File: src/rtl/uart_in_responder.sv
// Host-fed character FIFO that answers SoC-side UART read requests with zero latency,
// returning EMPTY_CH when nothing is deliverable and enforcing an idle gap after each delivery.
module uart_in_responder #(
  parameter int unsigned DEPTH    = 16,
  parameter logic [7:0]  EMPTY_CH = 8'hff,
  parameter int unsigned GAP      = 0
) (
  input  logic                     clock,
  input  logic                     reset,
  input  logic                     push_valid,
  input  logic [7:0]               push_ch,
  output logic                     push_ready,
  input  logic                     uart_in_valid,
  output logic [7:0]               uart_in_ch,
  output logic [$clog2(DEPTH):0]   level,
  output logic [31:0]              delivered_cnt,
  output logic [31:0]              empty_read_cnt
);

  localparam int unsigned AW = $clog2(DEPTH);
  localparam int unsigned LW = AW + 1;
  localparam logic [LW-1:0] FULL_LEVEL = LW'(DEPTH);
  localparam logic [15:0]   GAP_LOAD   = 16'(GAP);

  logic [7:0]    mem [DEPTH];
  logic [AW-1:0] wr_ptr;
  logic [AW-1:0] rd_ptr;
  logic [15:0]   gap_cnt;
  logic          deliverable;
  logic          push_fire;
  logic          pop_fire;

  // Full/empty decisions come from registered state only, so a pop never frees a slot
  // for a push in the same cycle and a fresh push is never bypassed to the reader.
  assign deliverable = (level != '0) && (gap_cnt == '0);
  assign push_ready  = (level != FULL_LEVEL);
  assign push_fire   = push_valid && push_ready && reset;
  assign pop_fire    = uart_in_valid && deliverable;
  assign uart_in_ch  = deliverable ? mem[rd_ptr] : EMPTY_CH;

  // NOTE: state registers use non-blocking assignments so every flop samples pre-edge values.
  always_ff @(posedge clock) begin
    if (!reset) begin
      wr_ptr         <= '0;
      rd_ptr         <= '0;
      level          <= '0;
      gap_cnt        <= '0;
      delivered_cnt  <= '0;
      empty_read_cnt <= '0;
    end else begin
      if (push_fire) wr_ptr <= wr_ptr + 1'b1;
      if (pop_fire)  rd_ptr <= rd_ptr + 1'b1;

      case ({push_fire, pop_fire})
        2'b10:   level <= level + 1'b1;
        2'b01:   level <= level - 1'b1;
        default: level <= level;
      endcase

      if (pop_fire)              gap_cnt <= GAP_LOAD;
      else if (gap_cnt != '0)    gap_cnt <= gap_cnt - 1'b1;

      if (pop_fire)                       delivered_cnt  <= delivered_cnt + 32'd1;
      if (uart_in_valid && !deliverable)  empty_read_cnt <= empty_read_cnt + 32'd1;
    end
  end

  // NOTE: storage has no reset; pointers and level decide what is valid, so stale bytes are unreachable.
  always_ff @(posedge clock) begin
    if (push_fire) mem[wr_ptr] <= push_ch;
  end

endmodule

File: config.mk
export PLATFORM = sky130hd
export DESIGN_NAME = uart_in_responder
export DESIGN_NICKNAME = d
export VERILOG_FILES = /design/src/rtl/uart_in_responder.sv
export SDC_FILE = /design/constraint.sdc
export NUM_CORES = 1
export LEC_CHECK = 0
export ABC_AREA = 1
export BUFFER_PORTS_ARGS = -buffer_cell sky130_fd_sc_hd__buf_2
export CAP_MARGIN = 30
export CORE_MARGIN = 5
export CORE_UTILIZATION = 55
export CTS_CLUSTER_DIAMETER = 100
export CTS_CLUSTER_SIZE = 16
export DETAILED_ROUTE_END_ITERATION = 10
export GPL_TIMING_DRIVEN = 0
export PLACE_DENSITY = 0.84
export RECOVER_POWER = 50
export SETUP_SLACK_MARGIN = 0.02
export SLEW_MARGIN = 20
export SYNTH_ARGS = -nofsm -noshare
export SYNTH_HDL_FRONTEND = slang
export SYNTH_SLANG_ARGS = --single-unit
File: constraint.sdc
create_clock -name clock -period 3.1 [get_ports clock]
set_input_delay 0.31 -clock clock [delete_from_list [all_inputs] [get_ports clock]]
set_output_delay 0.31 -clock clock [all_outputs]
set_load 0.05 [all_outputs]
After elaboration in Yosys (flattened, before gate mapping)
Memory sizes are Yosys's and may differ from the RTL's. A register that Yosys moved wholly into a read port is not among the register bits.
Cells that the tools add are included.

storage, ports and cells
  bits in registers = 93
  bits in latches = 0
  RAM bits = 128
  bits in read-only memories = 0
  bits of input ports = 12
  output and inout port bits = 78
  logic and storage cells = 35
  memories kept = 1

cells by class
  $add $sub $neg = 7
  $mul = 0
  div/mod/pow operators = 0
  magnitude comparators = 0
  equal/unequal tests = 3
  shift-type cells = 0
  mux-type cells = 6
  bitwise operators = 1
  reduce and logical (&&, ||, !) cells = 11

memory list
  memory  depth  bits a word  read ports  clocked after Yosys merged registers in  write ports  RTL line  source
  mem     16     8            1           1                                        1            25        logic [7:0] mem [DEPTH];

operators by type and width
  cell                     number
  $add A32 B1 Y32 const B  2
  $logic_not A16 Y1        1
  $reduce_bool A16 Y1      1
  $sub A16 B1 Y16 const B  1
  $pmux W5 S2              1
  $add A4 B1 Y4 const B    2
  $mux W4                  2
  $mux W8                  1
  $add A5 B1 Y5 const B    1
  $logic_and A1 B1 Y1      5
  $ne A5 B5 Y1 const B     1
  $reduce_bool A5 Y1       1
  $sub A5 B1 Y5 const B    1
  $eq A2 B1 Y1 const B     1
  $eq A2 B2 Y1 const B     1
  $mux W1                  2
  $reduce_bool A2 Y1       1
  $reduce_or A2 Y1         1
  $logic_not A1 Y1         1
  $not A1 Y1               1

Depth between registers and ports, before layout
  depth in word-level cells = 5
  depth in mapped cells = 19
  depth with buffers taken out = 17

Worst setup path after synthesis
No wires, ideal clock.

  kind = register to register
  start point = register level[4]
  end point = register level[4]
  library setup time = 0.070 ns
  arrival = 2.954 ns
  required time = 3.030 ns
  setup slack = 0.076 ns
  stages on the path, launching flop included = 16
  buffers on the path = 0
  period minus slack after synthesis = 3.024 ns
  cell sequence = dfxtp_1 -> nand4_1 -> nand2_1 -> nor2_1 -> inv_1 -> ha_1 -> xor2_1 -> ha_1 -> inv_1 -> nand2_1 -> nand3_1 -> nand2_1 -> nand2_1 -> nand2_1 -> nand2_1 -> a21oi_1

between the ends
  cells in the longest elaborated chain, start to end = 5
  elaborated cells on any way between the ends = 12
  classes of those cells = 2 x add/sub; 3 x eq/ne; 1 x mux; 6 x reduce/logical

ends and longest elaborated chain
  element                                            RTL line  source
  start, declared                                    15        output logic [$clog2(DEPTH):0] level,
  start signal, assigned                             55        2'b10: level <= level + 1'b1;
  start signal, assigned                             56        2'b01: level <= level - 1'b1;
  start signal, assigned                             57        default: level <= level;
  $ne A5 B5 Y1 *                                     36        assign push_ready = (level != FULL_LEVEL);
  net push_ready                                     12        output logic push_ready,
  $logic_and A1 B1 Y1 * (2 in series)                37        assign push_fire = push_valid && push_ready && reset;
  $eq A2 B1 Y1 or $eq A2 B2 Y1 (tied branches)       54        case ({push_fire, pop_fire})
  $pmux W5 S2 or $reduce_bool A2 Y1 (tied branches)  n/a

Mark *: on every way through the listed nets, which the timed path passes. The rest lies on a longest branch.
A chain may end at the register's enable or synchronous reset.

==> results.sh <==
export IMPL_outcome="finished, final reports clean"
export IMPL_grt_max_degree=18
export IMPL_gp_congestion=0.9794
export IMPL_via_per_inst=5.550
export IMPL_crit_type="flop to primary output"
export IMPL_synth_top_family_by_area="simple AND/OR/NAND/NOR gates"
export IMPL_layout_min_cycle_time_ps=2839
export IMPL_insertion_delay_ps=490
export IMPL_track_usage=0.2442
export IMPL_p_leak_uw=0.004079
export IMPL_antenna_left=0
export IMPL_start_util=0.5551
export IMPL_hold_class="input pin to flop"
export IMPL_yosys_area_share_simple=0.2738
export IMPL_syn_nets=1328
export IMPL_clkPwrFrac=0.305
export IMPL_min_from="push_valid"
export IMPL_intPower_uw=4888
export IMPL_area_delta_synth_final_pct=11.24
export IMPL_synth_area_um2=10770
export IMPL_synthTopCellsByArea="edfxtp_1 36%, dfxtp_1 18%, nand2_1 12%, nor2_1 9.9%, o21ai_0 3.9%"
export IMPL_critPathRequiredTime_ps=2790
export IMPL_synth_xor_area_frac=0.03334
export IMPL_combPwrFrac=0.226
export IMPL_timing_final_hold_violations=0
export IMPL_io_buffers=88
export IMPL_yosys_area_top_type_share=0.3569
export IMPL_ys_flop_type="edfxtp_1"
export IMPL_rows=51
export IMPL_cts_sinks=225
export IMPL_skew_ps=15.02
export IMPL_cp_start_kind="flop"
export IMPL_netlist_instances=1303
export IMPL_slew_headroom=0.3689
export IMPL_crit_arrival_ps=2530
export IMPL_synth_edf_count=128
export IMPL_setup_viol=0
export IMPL_h_tree_depth=1
export IMPL_diodes=0
export IMPL_wl_per_cell_um=16.32
export IMPL_die_area_um2=22480
export IMPL_yosysTopAreaCell="edfxtp_1"
export IMPL_yosys_register_bits=225
export IMPL_ios=90
export IMPL_hpwl_um=19540
export IMPL_cts_buffers=18
export IMPL_worstMarginPinSlew_ps=946.6
export IMPL_ys_seq_area_frac=0.5372
export IMPL_wl_um=27540
export IMPL_max_freq_mhz=352.3
export IMPL_synth_compound_area_frac=0.09632
export IMPL_die_w_um=149.9
export IMPL_grt_pass1_vias=8894
export IMPL_swShare=0.3207
export IMPL_die_y_um=149.9
export IMPL_power_frac_seq=0.470
export IMPL_drv_cap=0
export IMPL_synth_mux_area_frac=0
export IMPL_drv_slew=0
export IMPL_cts_tree="yes"
export IMPL_r2r_start="gap_cnt[0]"
export IMPL_dr_total_vias=9363
export IMPL_cts_hold_buffers=0
export IMPL_remaining_drc_errors=0
export IMPL_fin_nets=1437
export IMPL_drt_iter0_drc=902
export IMPL_rsz0062_at_grt="no"
export IMPL_cp_max_fo=10
export IMPL_antenna_found_initial=0
export IMPL_p_per_area_nw_per_um2=600.7
export IMPL_finalCritPeriodShare=0.9158
export IMPL_post_route_util=0.6175
export IMPL_drive_above_1_share=0.05134
export IMPL_cts_max_path_buffers=3
export IMPL_cts_reportedPaths_clkPinSlew_ps=70
export IMPL_ir_drop_mv=0.4314
export IMPL_setup_tns_ps=0
export IMPL_synth_async_reset_ratio=0
export IMPL_grt_pass1_wl_um=44390
export IMPL_grt_overflow=0
export IMPL_first_pass_iters=5
export IMPL_switchingPower_uw=2307
export IMPL_synth_cell_types=35
export IMPL_core_area_um2=19400
export IMPL_clock_root_buffer="clkbuf_16"
export IMPL_synthAdderAreaFrac=0.01510
export IMPL_crit_path_end_kind="primary output"
export IMPL_yosys_warnings=0
export IMPL_avgSynthCellArea_um2=8.265
==> critical path: stages, from the launching register on <==
cell and delay [ps]:
dfxtp_1 350, buf_2 250, buf_1 430, nor2_1 100, nor2_1 90, o21ai_0 120
o211ai_1 180, nand3_1 140, nand3_1 120, buf_2 270
==> sequential cells by signal, indices dropped and copies added (netlist names), named ones only <==
signal and flops:
empty_read_cnt 32, level 5, rd_ptr 4, mem 128, wr_ptr 4, delivered_cnt 32
gap_cnt 16
==> through the flow <==
stage | worst slack, ps | cells | hold slack (ps) | area, µm² | total power, µW
2_1_floorplan | 75.79 | 1303 | 408.9 | 10770 | 4629
3_3_place_gp | 219.2 | 1656 | 471.7 | 11540 | 5012
3_5_place_dp | 178.5 | 1656 | 477.9 | 11540 | 5054
4_1_cts | 154.5 | 1686 | 113.4 | 12070 | 7220
5_1_grt | 41.00 | 1687 | 140.6 | 11980 | 7536
6_report | 261.2 | 1687 | 121.6 | 11980 | 7196
==> power groups by stage <==
stage / Sequential [µW] / Combinational (µW) / Clock [µW]
final: 3380 / 1620 / 2190
after global routing: 3390 / 1800 / 2340
after CTS: 3380 / 1630 / 2220
after detailed placement: 3440 / 1610 / 0
after global placement: 3440 / 1580 / 0
after floorplan: 3490 / 1140 / 0
==> timing repair <==
| item | in CTS | in global routing |
|---|---|---|
| gates resized for setup | 0 | 2 |
| endpoints found under the setup margin | 0 | 2 |
| buffers inserted | 0 | 1 |
==> cell usage after synthesis, types with 2 or more instances <==
master	instances
nand2_1	335
nor2_1	283
edfxtp_1	128
dfxtp_1	97
o21ai_0	83
nand3_1	68
a21oi_1	65
inv_1	64
o211ai_1	32
xor2_1	27
clkbuf_1	21
xnor2_1	14
ha_1	13
buf_1	8
buf_2	8
nand4_1	7
nor2_2	7
nor3_1	7
buf_6	4
inv_2	4
nand2_2	4
a21oi_2	3
buf_4	3
nand3b_1	3
nor2_4	3
nand2_4	2
o21bai_1	2
==> area by class of cell <==
cell class              count  area, µm²
flip-flops and latches    225       5786
inverters                  69      259.0
fillers                  1672       7420
well taps                 265      331.6
clock buffers              29      513.0
clock inverters             1      16.27
plain buffers              44      216.5
repair buffers             89      346.6
multi-input cells         965       4511
==> cell usage in the layout (no fill, tap or decap), drive strengths merged, types with 2 or more instances in the layout <==
cell type,instances
buf,33
dfxtp,97
a21oi,68
o21bai,2
o211ai,32
nand3b,3
xor2,27
nor3,8
nand4,8
xnor2,14
ha,13
nor2,293
o21ai,83
clkbuf,129
edfxtp,128
nand2,341
inv,69
nand3,70
==> routing by layer <==
| metal | vias up | track usage | share of wire |
|---|---|---|---|
| li1 | 4515 | - | - |
| met1 | 4337 | 0.3247 | 0.41 |
| met2 | 447 | 0.4053 | 0.47 |
| met3 | 64 | 0.04573 | 0.091 |
| met4 | 0 | 0.07960 | 0.027 |
| met5 | - | 0 | 0 |
==> logic make-up (layout without fill, tap and decap cells) <==
family                     Yosys count  in the layout
buffers and inverters              113            232
and+or+nand+nor                    724            724
adders and majority gates           13             13
AOI/OAI and AO/OA                  187            187
DFF                                225            225
xor gates and xnor gates            41             41
==> path summary, 6_finish.rpt <==
| kind | to | slack [ps] | cells past startpoint |
|---|---|---|---|
| worst min-delay path | wr_ptr[3] | 120 | 3 |
| worst max register to register | level[4] | 270 | 19 |
| worst max-delay path | uart_in_ch[0] | 260 | 9 |
| worst min register to register | gap_cnt[0] | 500 | 2 |
No activity file was read; power rests on OpenSTA's default activity.
